[src/rtl/rca_result_accumulator_pkg.sv]
// Shared definitions for the adder-result accumulator.
//   state_e : batch FSM states (IDLE, ACCUM, DONE)
//   SUM_W   : width of one adder result {cout, sum[7:0]}
//   CNT_W   : width of the per-batch sample counter
package rca_result_accumulator_pkg;

  localparam int unsigned SUM_W = 9;
  localparam int unsigned CNT_W = 8;

  typedef enum logic [1:0] {
    IDLE  = 2'd0,
    ACCUM = 2'd1,
    DONE  = 2'd2
  } state_e;

endpackage

[src/rtl/rca_result_accumulator.sv]
// Batched summation stage behind the 8-bit ripple-carry adder.
// Accepts SAMPLES adder results {in_cout, in_sum} over a valid/ready
// handshake, accumulates them modulo 2^ACC_W and presents the batch total
// with a sticky wrap flag on an output valid/ready handshake.
//   clk, rst_n           : clock, asynchronous active-low reset
//   in_valid/in_ready    : input handshake (in_ready low only in DONE)
//   in_sum, in_cout      : adder result, sampled only on accept
//   out_valid/out_ready  : output handshake (out_valid high in DONE)
//   out_total            : registered accumulator
//   out_ovf              : accumulator wrapped during this batch
//   busy                 : batch in progress (state ACCUM)
module rca_result_accumulator
  import rca_result_accumulator_pkg::*;
#(
  parameter int unsigned SAMPLES = 4,
  parameter int unsigned ACC_W   = 16
) (
  input  logic             clk,
  input  logic             rst_n,
  input  logic             in_valid,
  output logic             in_ready,
  input  logic [7:0]       in_sum,
  input  logic             in_cout,
  output logic             out_valid,
  input  logic             out_ready,
  output logic [ACC_W-1:0] out_total,
  output logic             out_ovf,
  output logic             busy
);

  if (SAMPLES < 1 || SAMPLES > 255 || ACC_W < 9) begin : g_param_check
    $error("rca_result_accumulator: SAMPLES must be 1..255 and ACC_W >= 9");
  end

  localparam logic [CNT_W-1:0] SAMPLES_C = CNT_W'(SAMPLES);

  state_e             state_q, state_d;
  logic [ACC_W-1:0]   acc_q, acc_d;
  logic [CNT_W-1:0]   cnt_q, cnt_d;
  logic               ovf_q, ovf_d;

  logic [SUM_W-1:0]   v;
  logic [ACC_W:0]     sum_full;
  logic [CNT_W-1:0]   cnt_inc;
  logic               accept;

  assign v        = {in_cout, in_sum};
  // One extra bit on the add so the wrap carry is visible for the sticky flag.
  assign sum_full = {1'b0, acc_q} + (ACC_W+1)'(v);
  assign cnt_inc  = cnt_q + CNT_W'(1);
  assign accept   = in_valid & in_ready;

  always_comb begin
    state_d = state_q;
    acc_d   = acc_q;
    cnt_d   = cnt_q;
    ovf_d   = ovf_q;
    case (state_q)
      IDLE: begin
        if (accept) begin
          acc_d   = ACC_W'(v);
          cnt_d   = CNT_W'(1);
          ovf_d   = 1'b0;
          state_d = (SAMPLES == 1) ? DONE : ACCUM;
        end
      end
      ACCUM: begin
        if (accept) begin
          acc_d   = sum_full[ACC_W-1:0];
          cnt_d   = cnt_inc;
          ovf_d   = ovf_q | sum_full[ACC_W];
          state_d = (cnt_inc == SAMPLES_C) ? DONE : ACCUM;
        end
      end
      DONE: begin
        // acc/cnt/ovf are left as-is; the next IDLE accept reloads them.
        if (out_ready) state_d = IDLE;
      end
      default: state_d = IDLE;
    endcase
  end

  always_ff @(posedge clk or negedge rst_n) begin
    if (!rst_n) begin
      state_q <= IDLE;
      acc_q   <= '0;
      cnt_q   <= '0;
      ovf_q   <= 1'b0;
    end else begin
      state_q <= state_d;
      acc_q   <= acc_d;
      cnt_q   <= cnt_d;
      ovf_q   <= ovf_d;
    end
  end

  assign in_ready  = (state_q != DONE);
  assign out_valid = (state_q == DONE);
  assign busy      = (state_q == ACCUM);
  assign out_total = acc_q;
  assign out_ovf   = ovf_q;

endmodule
[config.mk]
export PLATFORM = sky130hd
export DESIGN_NAME = rca_result_accumulator
export DESIGN_NICKNAME = d
export VERILOG_FILES = /design/src/rtl/rca_result_accumulator_pkg.sv /design/src/rtl/rca_result_accumulator.sv
export SDC_FILE = /design/constraint.sdc
export NUM_CORES = 1
export LEC_CHECK = 0
export CORE_MARGIN = 4
export CORE_UTILIZATION = 47
export DETAILED_ROUTE_END_ITERATION = 7
export PLACE_DENSITY = 0.74
export SYNTH_ARGS = -nofsm -noshare
export SYNTH_HDL_FRONTEND = slang
export SYNTH_SLANG_ARGS = --single-unit
[constraint.sdc]
create_clock -name clk -period 2 [get_ports clk]
set_input_delay 0.3 -clock clk [delete_from_list [all_inputs] [get_ports clk]]
set_output_delay 0.3 -clock clk [all_outputs]
set_load 0.1 [all_outputs]
Word level (Yosys, flattened, before mapping)
Cells that the tools add are included.

$add $sub $neg: 2. Equal/unequal tests: 7. Muxes and demuxes: 14. Bitwise logic cells: 2. Reductions and logical operators: 4.

Operators with widths (number): 16-bit two-way mux (2); 16-bit case mux with 2 select lines (1); 16-bit by 9-bit adder with 17-bit output (1); 8-bit two-way mux (2); 8-bit case mux with 2 select lines (1); 8-bit by 1-bit adder with 8-bit output (second input constant) (1); 8-bit by 3-bit equality test with 1-bit output (second input constant) (1); 2-bit two-way mux (4); 2-bit case mux with 3 select lines (1); 3-bit AND reduction (2); 2-bit by 1-bit inequality test with 1-bit output (second input constant) (2); 2-bit inequality test (second input constant) (2); 2-bit by 1-bit equality test with 1-bit output (second input constant) (1); 2-bit equality test (second input constant) (1); 2-bit logical NOT (1); 1-bit two-way mux (2); 1-bit case mux with 2 select lines (1); 2-bit nonzero test (1); 1-bit AND (1); 1-bit bitwise OR (1).

Flip-flop bits (word level): 27.

Logic depth before layout (Yosys ltp)
Gate-level depths: netlist of run 1.

Word-level depth: 5. Depth in mapped cells: 7.

Worst setup path after synthesis of run 1
Ideal clock, no wire load.

Path type: flip-flop to flip-flop. From: register acc_q[0], in the netlist out_total[0]. To: register acc_q[12], in the netlist out_total[12]. Library setup time: 0.081 ns. Arrival time: 2.495 ns. Required time: 1.919 ns. Slack: -0.576 ns. Cell stages (with the launch flop): 8. Path buffers: 0. Clock period less this slack: 2.576 ns. Path through: dfrtp_1 ha_1 fa_1 a21o_1 a221oi_4 a211oi_2 nand3_1 mux2i_1.

Longest elaborated chain between the ends: 3.

Ends and longest elaborated chain: from (decl) (line rca_result_accumulator.sv:38) `logic [ACC_W-1:0] acc_q, acc_d;`; from (signal assigned) (line rca_result_accumulator.sv:86) `acc_q <= '0;`; from (signal assigned) (line rca_result_accumulator.sv:91) `acc_q <= acc_d;`; 16-bit by 9-bit adder with 17-bit output (line rca_result_accumulator.sv:49) `assign sum_full = {1'b0, acc_q} + (ACC_W+1)'(v);`; 16-bit two-way mux (line rca_result_accumulator.sv:68) `if (accept) begin`; 16-bit case mux with 2 select lines (line rca_result_accumulator.sv:58) `case (state_q)`.

No other way between the ends. The select of a mux whose other input is x is not followed. A chain may end at the register's enable or synchronous reset.

Final worst setup path of run 1
From: register acc_q[0], in the netlist out_total[0]. To: register acc_q[6], in the netlist out_total[6].

Same word-level chain as after synthesis.

==> metrics.cfg, run 1 <==
[status]
status = finished with violations
violations = setup timing

[synth]
ys_ff_latch = 27
synth_ff_type = dfrtp_1
synth_area_leaders = dfrtp_1, ha_1, mux2i_1
yosys_warnings = 0
syn_nets = 223
seq_area_frac_synth_pct = 36.9
synth_top_area_share_pct = 36.9
synth_area_um2 = 1830
async_flop_share_pct = 100
synthCells = 198
synth_edf_count = 0
syn_area_per_cell_um2 = 9.24
synth_top_area_cell = dfrtp_1
synth_cell_types = 41

[cts]
clk_root_buffer_cell = clkbuf_8
numCtsBuffers = 3
hold_buffers = 0
clock_latency_ns = 0.27
clkSinkCount = 27
cts_tree = built
clk_transition_reported_paths_ns = 0.10
htree_levels = 1
clock_path_buffers = 2

[sta]
maxSlewViolCount = 0
rsz0062_at_grt = true
hold_viol = 0
hold_ws_ns = 0.393
finClkSkew_ns = 0.00357
fin_crit_sh_pct = 105
setup_violations = 6
worst_pin_slew_ns = 0.573
tns_ns = -0.336
period_needed_ns = 2.11
setup_slack_ns = -0.105
slew_headroom_pct = 61.8
maxClockFrequency_mhz = 475

[worst_setup_path]
rr_startpoint = out_total[0]
setup.worst_path.start_class = flip-flop
criticalPathCategory = flip-flop to flip-flop
endpoint_kind = flip-flop
reg2reg_depth = 8
startpoint = out_total[0]
cp.arrival_ns = 2.31
critPathMaxFanout = 3
cp.required_ns = 2.21

[finish]
area_growth_pct = 40.4
nFillCells = 314
final_nets = 285
drive_gt1_share_pct = 35.1
antenna_cells = 0
instances_no_fill = 307
final_util_pct = 69.1

[die]
core_area_um2 = 3720
initial_core_util_pct = 49.2
die_h_um = 70.4
ios = 33
die_x_um = 70.4
die-area_um2 = 4950
rows = 22

[route]
wl_per_cell_um = 14.1
finalWirelength_um = 4330
first_pass_iters = 4
drc = 0
vias_per_cell = 5.42
drt_iter0_drc = 75
num_vias = 1665
ant_nets = 0

[placed_design]
place_inst = 300
gp_congestion = 0.807
pre_cts_ws_ns = -0.429
io_buffers = 32
place_hpwl_um = 3170

[grt]
antenna_found_initial = 0
grtUsageTotal_pct = 18.5
grt_max_degree = 28
grt_pass1_wl_um = 7480
grt_pass1_vias = 1658
gr-total-overflow = 0

[flow_run]
maxCapViolCount = 0

[power_and_ir_drop]
ir_worst_vdd_v = 0.00130
leakage_nw = 1.15
powerDensity_nw_per_um2 = 1670

[worst_hold_path]
hold_class = primary input to asynchronous set/reset pin

power by group:
group	total, mW	switching [mW]	internal (mW)	leakage, nW
Combinational	2.97	1.84	1.13	0.798
Sequential	0.994	0.236	0.757	0.333
Clock	0.329	0.187	0.142	0.0217
Total	4.30	2.27	2.03	1.15
cell type report:
type / count / area, um^2 / share of cell area, %
clock buffer: 3 / 41.3 / 1.61
multi-input combinational: 160 / 1180 / 45.8
inverter: 4 / 18.8 / 0.731
clock inverter: 1 / 7.51 / 0.292
tap: 48 / 60.1 / 2.34
timing repair buffer: 64 / 563 / 21.9
sequential: 27 / 701 / 27.3
cell usage in the layout, fill, tap and decap left out, types with 3 or more instances in the layout:
| master | netlist | routed |
|---|---|---|
| a21oi_2 | 0 | 3 |
| or2_2 | 3 | 3 |
| buf_12 | 0 | 4 |
| nand2_1 | 20 | 20 |
| dfrtp_4 | 0 | 4 |
| o21ai_0 | 18 | 15 |
| xor2_1 | 3 | 3 |
| dfrtp_2 | 0 | 8 |
| o21ai_1 | 3 | 5 |
| a21oi_1 | 16 | 13 |
| buf_4 | 0 | 47 |
| nor3b_1 | 4 | 4 |
| a21o_1 | 4 | 4 |
| clkbuf_8 | 0 | 3 |
| ha_1 | 11 | 9 |
| nand4_1 | 4 | 4 |
| xnor2_1 | 9 | 9 |
| and3_1 | 5 | 5 |
| clkdlybuf4s50_1 | 0 | 11 |
| nor2_1 | 12 | 12 |
| nand3_1 | 7 | 7 |
| inv_1 | 4 | 3 |
| mux2i_1 | 9 | 9 |
| dfrtp_1 | 27 | 15 |
| or3_1 | 3 | 3 |
metrics by stage:
step | power (mW) | cell area (um^2)
global placement | 3.83 | 2460
finish | 4.30 | 2570
CTS | 4.26 | 2540
global route | 4.58 | 2570
detailed placement | 3.87 | 2460
floorplan | 3.01 | 1900
logic make-up after synthesis:
logic type,after synthesis,share of synthesized area (%)
adders and majority gates,12,8.62
buffers and inverters,11,2.46
and+or+nand+nor,69,19.4
muxes,10,5.54
AOI/OAI and AO/OA,57,21.3
xor gates and xnor gates,12,5.75
DFF,27,36.9
metal layers:
layer	global-route usage, %	up-vias	routed length (um)
li1	-	837	-
met1	25.0	796	2080
met2	31.2	28	2060
met3	2.59	4	161
met4	3.83	0	31
met5	0	-	0
cells in the mapped netlist (2+ instances only):
library cell  number
a211oi_2           2
a21o_1             4
a21oi_1           16
a22o_1             2
and2_1             2
and3_1             5
buf_1              2
buf_2              3
clkbuf_1           2
dfrtp_1           27
ha_1              11
inv_1              4
mux2i_1            9
nand2_1           20
nand2b_1           3
nand3_1            7
nand4_1            4
nor2_1            12
nor2b_1            3
nor3b_1            4
o21ai_0           18
o21ai_1            3
o31ai_1            3
or2_2              3
or3_1              3
xnor2_1            9
xor2_1             3
path summary, 6_finish.rpt:
kind | end | slack (ns)
worst max-delay path | out_total[6] | -0.11
worst min-delay path | out_total[15] | 0.39
worst max register to register | out_total[6] | -0.11
worst min register to register | out_total[4] | 0.53
max in group asynchronous | out_total[1] | 1.31
min in group clk | out_total[4] | 0.53
registers in the layout, indices dropped and copies added, names as in the netlist:
register and cells:
state_q 2, out_total 16, cnt_q 8, out_ovf 1
repair_timing:
action                                  in CTS  in global routing
pin swaps                                    4                  9
resized for setup                            4                  7
buffers inserted                             2                  1
endpoints found under the setup margin       6                 11
worst max-delay path: stages, from the launching register on:
cell      delay (ns)
dfrtp_4         0.50
ha_4            0.17
fa_2            0.34
a21o_1          0.20
a221oi_4        0.35
buf_6           0.17
xnor2_1         0.11
mux2i_1         0.09
o21ai_1         0.13
(Power assumes the default switching activity.)
==> run 2: changes to the inputs <==
- CORE_ASPECT_RATIO: not set -> 1.4
==> run 2 against run 1 <==
The flow still finishes with violations (setup timing). Fmax grew 0.51%. Sequential cell count unchanged. Register-to-register slack about the same. Critical path depth unchanged. Cell count decreased by 2.9%. First-iteration DRC count down 52%. Largest power group unchanged.
==> metrics.cfg, run 2 (synthesis results as in run 1) <==
[power_and_ir_drop]
total_power_mw = 4.27
ir_worst_vdd_v = 0.00155
leakage_nw = 1.14
powerDensity_nw_per_um2 = 1680

[cts]
numCtsBuffers = 3
htree_levels = 1
clock_latency_ns = 0.27
postCtsSetupBuffers = 0
clkSinkCount = 27
clock_path_buffers = 2
cts_tree = built
clk_root_buffer_cell = clkbuf_8
clk_transition_reported_paths_ns = 0.10

[route]
finalWirelength_um = 4310
wl_per_cell_um = 14.5
num_vias = 1674
vias_per_cell = 5.62
drc = 0
ant_nets = 0
drt_iter0_drc = 36
first_pass_iters = 4

[worst_setup_path]
reg2reg_depth = 8
criticalPathCategory = flip-flop to flip-flop
cp.arrival_ns = 2.30
crit_path_top_delay_cell = dfrtp_4
endpoint_kind = flip-flop
critical-path-max-stage-delay_ns = 0.50
setup.worst_path.start_class = flip-flop
critPathMaxFanout = 4
cp_num_cells = 8
cpLargestDelayFamily = compound AO/OA/AOI/OAI gates
path_cells = ha_4, fa_2, a21o_1, a221oi_4, buf_4, xnor2_2, mux2i_1, o21ai_1
cp.buffers_inverters = 1
cp.required_ns = 2.20

[die]
die_h_um = 81.8
initial_core_util_pct = 49.3
ios = 33
die_x_um = 60.7
rows = 26
die-area_um2 = 4970
core_area_um2 = 3710

[finish]
instances_no_fill = 298
seq_area_um2 = 701
final_area_um2 = 2540
largest_reg_flops = 16
mostFrequentLayoutCells = buf_4, nand2_1, o21ai_0
nFillCells = 298
multi_input_area_um2 = 1180
area_growth_pct = 38.8
final_util_pct = 68.5
antenna_cells = 0
layout_commonest_cell = buf_4
drive_gt1_share_pct = 34.4
final_nets = 282

[placed_design]
gp_congestion = 0.803
place_hpwl_um = 3220
detailed_place.area_um2 = 2460
pre_cts_ws_ns = -0.453
io_buffers = 32
place_inst = 294

[sta]
slew_headroom_pct = 66.0
worst_pin_slew_ns = 0.509
setup_slack_ns = -0.0948
maxClockFrequency_mhz = 477
maxSlewViolCount = 0
setup_violations = 5
period_needed_ns = 2.09
finClkSkew_ns = 0.00537
rsz0062_at_grt = true
fin_crit_sh_pct = 105
hold_viol = 0

[grt]
grtUsageTotal_pct = 19.1
grt_pass1_vias = 1675
grt_pass1_wl_um = 7400
antenna_found_initial = 0
gr-total-overflow = 0
grt_max_degree = 28

[flow_run]
maxCapViolCount = 0

[status]
violations = setup timing
status = finished with violations

[worst_hold_path]
hold_class = primary input to asynchronous set/reset pin

run 2: path summary, 6_finish.rpt:
check,start,end,slack (ns)
min in group clk,in_sum[0],out_total[0],0.52
min,rst_n,out_total[6],0.39
max reg2reg,out_total[0],out_total[6],-0.09
min reg2reg,out_total[2],out_total[2],0.52
max in group asynchronous,rst_n,out_total[1],1.31
max,out_total[0],out_total[6],-0.09
run 2: what timing repair did:
item | in CTS | in global routing
hold buffers | 0 | 0
resized for setup | 2 | 6
pin swaps | 2 | 3
setup endpoints to repair | 6 | 11
hold endpoints to repair | 0 | 0
run 2: cell type report:
type	count	area share [%]
inverter	4	0.739
multi-input combinational	160	46.5
timing repair buffer	61	21.1
clock buffer	3	1.63
clock inverter	1	0.296
sequential	27	27.6
tap	42	2.07
run 2: power breakdown:
part / internal (mW) / switching, mW / leakage [nW]
Combinational: 1.14 / 1.82 / 0.786
Sequential: 0.758 / 0.225 / 0.333
Clock: 0.141 / 0.187 / 0.0217
run 2: stage by stage:
| step | setup TNS (ns) | hold slack, ns |
|---|---|---|
| detailed placement | -3.91 | 0.503 |
| finish | -0.315 | 0.394 |
| CTS | -0.348 | 0.408 |
| global placement | -3.37 | 0.496 |
| global route | -0.869 | 0.422 |
| floorplan | -1.25 | 0.00441 |
run 2: per-layer routing:
layer / global-route usage (%) / vias to the layer above / part of all wire, %
met4: 5.86 / 0 / 1.8
met1: 23.9 / 800 / 45
met2: 33.2 / 38 / 49
met3: 2.99 / 6 / 4.5
li1: - / 830 / -
met5: 0 / - / 0
